--- src/rtl/stack_exec_ctrl.sv ---
// stack_exec_ctrl: command sequencer and ALU for a shift-register stack.
// Turns one calculator command into move/mode/push_word strobes.
module stack_exec_ctrl #(
  parameter int WIDTH = 4,
  parameter int DEPTH = 8
) (
  input  logic                       clk,
  input  logic                       rst,
  input  logic                       cmd_valid,
  output logic                       cmd_ready,
  input  logic [2:0]                 cmd_op,
  input  logic [WIDTH-1:0]           cmd_imm,
  input  logic [WIDTH-1:0]           top_word,
  input  logic [WIDTH-1:0]           second_word,
  output logic                       move,
  output logic                       mode,
  output logic [WIDTH-1:0]           push_word,
  output logic [$clog2(DEPTH+1)-1:0] depth,
  output logic                       carry,
  output logic                       err,
  input  logic                       err_clr
);

  localparam int DW = $clog2(DEPTH + 1);
  localparam logic [DW-1:0] DMAX = DW'(DEPTH);
  localparam logic [DW-1:0] DTWO = DW'(2);

  localparam logic [2:0] OP_NOP  = 3'd0;
  localparam logic [2:0] OP_PUSH = 3'd1;
  localparam logic [2:0] OP_POP  = 3'd2;
  localparam logic [2:0] OP_ADD  = 3'd3;
  localparam logic [2:0] OP_SUB  = 3'd4;
  localparam logic [2:0] OP_AND  = 3'd5;
  localparam logic [2:0] OP_DUP  = 3'd6;
  localparam logic [2:0] OP_SWAP = 3'd7;

  typedef enum logic [2:0] {
    S_IDLE,
    S_POP1,
    S_POP2,
    S_PUSH1,
    S_PUSH2
  } state_t;

  state_t           state_q;
  logic [2:0]       op_q;
  logic [WIDTH-1:0] a_q;
  logic [WIDTH-1:0] b_q;
  logic [WIDTH-1:0] res_q;
  logic             move_q;
  logic             mode_q;
  logic [WIDTH-1:0] pw_q;
  logic [DW-1:0]    depth_q;
  logic             carry_q;
  logic             err_q;
  logic             err_d;

  logic             accept;
  logic             legal;
  logic [WIDTH:0]   sum;
  logic [WIDTH-1:0] diff;
  logic             borrow;
  logic [WIDTH-1:0] alu_res;

  assign cmd_ready = (state_q == S_IDLE);
  assign accept    = cmd_valid && cmd_ready;

  assign move      = move_q;
  assign mode      = mode_q;
  assign push_word = pw_q;
  assign depth     = depth_q;
  assign carry     = carry_q;
  assign err       = err_q;

  // Operand arithmetic on the live stack words (opA=top, opB=second).
  always_comb begin
    sum     = {1'b0, second_word} + {1'b0, top_word};
    diff    = second_word - top_word;
    borrow  = (second_word < top_word);
    alu_res = '0;
    case (cmd_op)
      OP_ADD:  alu_res = sum[WIDTH-1:0];
      OP_SUB:  alu_res = diff;
      OP_AND:  alu_res = second_word & top_word;
      default: alu_res = '0;
    endcase
  end

  // Depth-based legality of the command presented in IDLE.
  always_comb begin
    legal = 1'b1;
    case (cmd_op)
      OP_NOP:  legal = 1'b1;
      OP_PUSH: legal = (depth_q < DMAX);
      OP_POP:  legal = (depth_q != '0);
      OP_ADD,
      OP_SUB,
      OP_AND,
      OP_SWAP: legal = (depth_q >= DTWO);
      OP_DUP:  legal = (depth_q != '0) && (depth_q < DMAX);
      default: legal = 1'b1;
    endcase
  end

  // Sequencer FSM with registered move/mode/push_word strobes.
  always_ff @(posedge clk or posedge rst) begin
    if (rst) begin
      state_q <= S_IDLE;
      op_q    <= OP_NOP;
      a_q     <= '0;
      b_q     <= '0;
      res_q   <= '0;
      move_q  <= 1'b0;
      mode_q  <= 1'b0;
      pw_q    <= '0;
      carry_q <= 1'b0;
    end else begin
      case (state_q)
        S_IDLE: begin
          move_q <= 1'b0;
          mode_q <= 1'b0;
          pw_q   <= '0;
          if (accept && legal) begin
            op_q  <= cmd_op;
            a_q   <= top_word;
            b_q   <= second_word;
            res_q <= alu_res;
            case (cmd_op)
              OP_PUSH: begin
                state_q <= S_PUSH1;
                move_q  <= 1'b1;
                mode_q  <= 1'b1;
                pw_q    <= cmd_imm;
              end
              OP_DUP: begin
                state_q <= S_PUSH1;
                move_q  <= 1'b1;
                mode_q  <= 1'b1;
                pw_q    <= top_word;
              end
              OP_POP,
              OP_SWAP: begin
                state_q <= S_POP1;
                move_q  <= 1'b1;
              end
              OP_ADD: begin
                state_q <= S_POP1;
                move_q  <= 1'b1;
                carry_q <= sum[WIDTH];
              end
              OP_SUB: begin
                state_q <= S_POP1;
                move_q  <= 1'b1;
                carry_q <= borrow;
              end
              OP_AND: begin
                state_q <= S_POP1;
                move_q  <= 1'b1;
              end
              default: state_q <= S_IDLE;
            endcase
          end
        end
        S_POP1: begin
          if (op_q == OP_POP) begin
            state_q <= S_IDLE;
            move_q  <= 1'b0;
          end else begin
            state_q <= S_POP2;
            move_q  <= 1'b1;
            mode_q  <= 1'b0;
          end
        end
        S_POP2: begin
          state_q <= S_PUSH1;
          move_q  <= 1'b1;
          mode_q  <= 1'b1;
          pw_q    <= (op_q == OP_SWAP) ? a_q : res_q;
        end
        S_PUSH1: begin
          if (op_q == OP_SWAP) begin
            state_q <= S_PUSH2;
            move_q  <= 1'b1;
            mode_q  <= 1'b1;
            pw_q    <= b_q;
          end else begin
            state_q <= S_IDLE;
            move_q  <= 1'b0;
            mode_q  <= 1'b0;
            pw_q    <= '0;
          end
        end
        S_PUSH2: begin
          state_q <= S_IDLE;
          move_q  <= 1'b0;
          mode_q  <= 1'b0;
          pw_q    <= '0;
        end
        default: begin
          state_q <= S_IDLE;
          move_q  <= 1'b0;
          mode_q  <= 1'b0;
          pw_q    <= '0;
        end
      endcase
    end
  end

  // Depth follows every stack movement the strobes cause.
  always_ff @(posedge clk or posedge rst) begin
    if (rst) begin
      depth_q <= '0;
    end else if (move_q) begin
      depth_q <= mode_q ? depth_q + 1'b1 : depth_q - 1'b1;
    end
  end

  // Sticky error; a clear wins over a new error on the same edge.
  always_comb begin
    err_d = err_q | (accept & ~legal);
    if (err_clr) err_d = 1'b0;
  end

  // Error flag register.
  always_ff @(posedge clk or posedge rst) begin
    if (rst) err_q <= 1'b0;
    else     err_q <= err_d;
  end

endmodule

--- config.mk ---
export PLATFORM = sky130hd
export DESIGN_NAME = stack_exec_ctrl
export DESIGN_NICKNAME = d
export VERILOG_FILES = /design/src/rtl/stack_exec_ctrl.sv
export SDC_FILE = /design/constraint.sdc
export NUM_CORES = 1
export LEC_CHECK = 0
export CAP_MARGIN = 20
export CORE_ASPECT_RATIO = 1.75
export CORE_MARGIN = 2
export CORE_UTILIZATION = 40
export DETAILED_ROUTE_END_ITERATION = 7
export PLACE_DENSITY = 0.75
export SETUP_SLACK_MARGIN = 0.1
export SLEW_MARGIN = 20
export SYNTH_ARGS = -nofsm -noshare
export SYNTH_HDL_FRONTEND = slang
export SYNTH_SLANG_ARGS = --single-unit
--- constraint.sdc ---
create_clock -name clk -period 1.75 [get_ports clk]
set_input_delay 0.35 -clock clk [delete_from_list [all_inputs] [get_ports clk]]
set_output_delay 0.35 -clock clk [all_outputs]
set_load 0.01 [all_outputs]
==> impl_results.md <==
* Status: finished, violations left
* Failing checks: setup timing
* Post-route ant nets at 0
* Clk Latency, worst-skew pair at 0.28 ns
* Die Area at 5450 um2
* Synth unique cells at 41
* Yosys warning count at 0
* Hold path depth at 3
* Max IR drop VDD at 1.04 mV
* Hold Vio Cnt, Final at 0
* Capturing point of the worst reg2reg path: carry$_DFFE_PP0P_
* CP peak stage delay at 0.41 ns
* Syn_nets at 231
* Sw Pwr at 1.48 mW
* Avg Inst Size Synth at 9.75 um2
* Unrepaired setup endpoints after global routing: true
* Hold Path Origin: second_word[0]
* DRT iter0 DRCs at 55
* PD cells at 1430 nW/um2
* Crit-path slowest cell: dfrtp_1
* CTS tree: done
* Clock Tree Root: clkbuf_8
* Most numerous cell in the Yosys netlist: dfrtp_1
* CP Launch Type: flip-flop
* Routed len/inst at 15.0 um
* First-pass GRT wire length at 7960 um
* Final Max Slew Viols at 0
* Number of synthesized flops with an enable pin at 0
* Largest area contributor in the netlist: dfrtp_1
* Post-Synthesis Cells at 199
* N_diodes at 0
* Vias in the first global route at 1704
* Clock skew at 0.00350 ns
* Hold Buf Count CTS at 0
* Crit path max fanout at 5
* Core footprint at 4670 um2
* Vias/cell at 5.40
* Flop pwr share at 32.1%
* Max frequency at 569 MHz
* Logic pwr share at 55.1%
* Clock power share at 12.9%
* Fillers at 389
* Seq/Total Area, Yosys at 38.7%
* CP endpoint kind: flip-flop
* LEAKAGE at 1.29 nW
* Yosys top cell area share at 38.7%
* Remaining Overflow, GRT at 0
* Syn-to-layout area delta at 43.6%
* Clock Sink Count at 30
* Total track usage at 19.0%
* Worst-path clk slew at 0.06 ns
* CP cell instances: nand2b_4, a221o_1, a21o_4, buf_12, nor2_4, o221ai_2, a221oi_2
* Die Width at 56.7 um
* Initial Utilization at 41.6%
* Fin Hold WS at 0.369 ns
* Max Root-Sink Buffers at 2
* Total power at 3.98 mW
* Final GP Congestion at 0.819
* Drt pass-1 iters at 4
* Slew Limit Headroom at 66.8%
* Vias at 1716
* Switching fraction of total power at 37.1%
* Worst R2R Start: depth[3]$_DFFE_PP0P_
* DRC violations left at 0
* #FFs+latches synth at 30
* Final wirelength at 4770 um
* Antenna violations before repair at 0
* Top cells by count, synth: dfrtp_1 (30), nand2_1 (22), inv_1 (14)
* Critical Path RT at 1.94 ns
* Ys async rst share at 100%
* Hold Path End: b_q[0]$_DFFE_PP0P_
* Worst-Margin Slew at 0.496 ns
* Top Ports at 32
* Pin count of the biggest net entering global routing at 31
* Die H at 96.1 um
* CTS Buf Count at 5
* Max-cap viol count at 0
* Hold crit path type: primary input to flip-flop
* Reg2Reg Depth at 7
* Nets@finish at 298
* Post-route minimum period at 1.76 ns
* DP HPWL at 3630 um
* CP Class: flip-flop to flip-flop
* Prevailing post-synth register cell: dfrtp_1
* Final setup violation count at 2
* Row cnt at 33
* R2r setup slk at -0.009 ns
* Buffers on Ports at 31
* Internal power at 2.50 mW
* Share of cells above drive strength 1 at 31.2%
* Final period utilization at 100%
* Fin worst setup slack at -0.00861 ns
* Synth top area cells: dfrtp_1 (39%), ha_1 (6.4%), mux2_4 (4.6%)
* H-Tree Depth at 2
* Syn Std Cell Area at 1940 um2
* Critical path arrival at 1.95 ns
-- sequential cells by signal, summed over array words and instances, names as in the netlist --
register and count:
op_q 3, res_q 4, depth 4, push_word 4, move 1, a_q 4, mode 1, b_q 4
state_q 3, err 1, carry 1
-- power groups by stage --
stage                     clock [mW]  sequential (mW)  combinational [mW]
final                          0.513             1.28                2.19
after global routing           0.552             1.33                2.39
after CTS                      0.520             1.26                2.03
after detailed placement           0             1.26                1.94
after global placement             0             1.24                1.88
after floorplan                    0             1.29                1.11
-- metrics by stage --
| step | utilization [%] | TNS [ns] | std cells | cell area, um2 | setup WS (ns) |
|---|---|---|---|---|---|
| floorplan | - | 0 | 199 | 1950 | 0.0267 |
| global placement | 54.1 | -9.00 | 306 | 2530 | -0.536 |
| detailed placement | 54.1 | -10.52 | 306 | 2530 | -0.580 |
| CTS | 57.4 | -0.149 | 316 | 2680 | -0.0352 |
| global route | 59.7 | -0.325 | 318 | 2790 | -0.0767 |
| finish | 59.7 | -0.0121 | 318 | 2790 | -0.00861 |
-- final cells by class --
class | count | area (um2) | area share (%)
tap | 52 | 65.1 | 2.33
inverter | 14 | 52.6 | 1.89
clock buffer | 7 | 76.3 | 2.74
multi-input combinational | 146 | 1220 | 43.8
sequential | 30 | 752 | 27.0
timing repair buffer | 69 | 622 | 22.3
-- layout by cell type, fill, tap and decap left out, types with 7 or more instances in the layout --
master and count:
buf_4 32, dfrtp_1 29, nand2_1 20, clkdlybuf4s50_1 18, nor2_1 11, inv_1 9
a21oi_1 8, o21ai_0 8, mux2i_1 7, ha_1 7, dlygate4sd2_1 7
-- critical path, delay by kind of cell (launching register included) --
family | cells | cell delay [ns]
compound gates | 4 | 0.90
buf+inv | 1 | 0.14
flops | 1 | 0.41
simple gates | 2 | 0.22
-- layer usage --
| metal | share of wire, % | wire length [um] | GRT usage, % |
|---|---|---|---|
| met1 | 37 | 1770 | 20.4 |
| met2 | 59 | 2800 | 36.3 |
| met3 | 2.3 | 112 | 2.55 |
| met4 | 1.8 | 84 | 8.13 |
| met5 | 0 | 0 | 0 |
-- kinds of logic (layout without fill, tap and decap cells) --
logic type	after synthesis	count (layout)	synth area share (%)
and+or+nand+nor	57	57	13.9
buffers and inverters	23	90	5.67
adders and majority gates	13	13	9.54
muxes	15	15	9.41
DFF	30	30	38.7
AOI/OAI and AO/OA	53	53	19.2
xor gates and xnor gates	8	8	3.61
-- how the worst max path moves through the flow --
stage,from,to,slack [ns],cells past startpoint
after floorplan,depth[3]$_DFFE_PP0P_,a_q[0]$_DFFE_PP0P_,0.03,6
after global placement,top_word[0],carry$_DFFE_PP0P_,-0.54,9
after detailed placement,top_word[0],carry$_DFFE_PP0P_,-0.58,9
after CTS,depth[3]$_DFFE_PP0P_,carry$_DFFE_PP0P_,-0.04,7
after global routing,depth[3]$_DFFE_PP0P_,carry$_DFFE_PP0P_,-0.08,7
final,depth[3]$_DFFE_PP0P_,carry$_DFFE_PP0P_,-0.009,7
-- timing repair --
action,4_1_cts,5_1_grt
setup endpoints to repair,28,27
setup buffers,2,2
gates cloned,1,0
pin swaps,7,12
resized for setup,36,23
No activity file was read; power rests on OpenSTA's default activity.
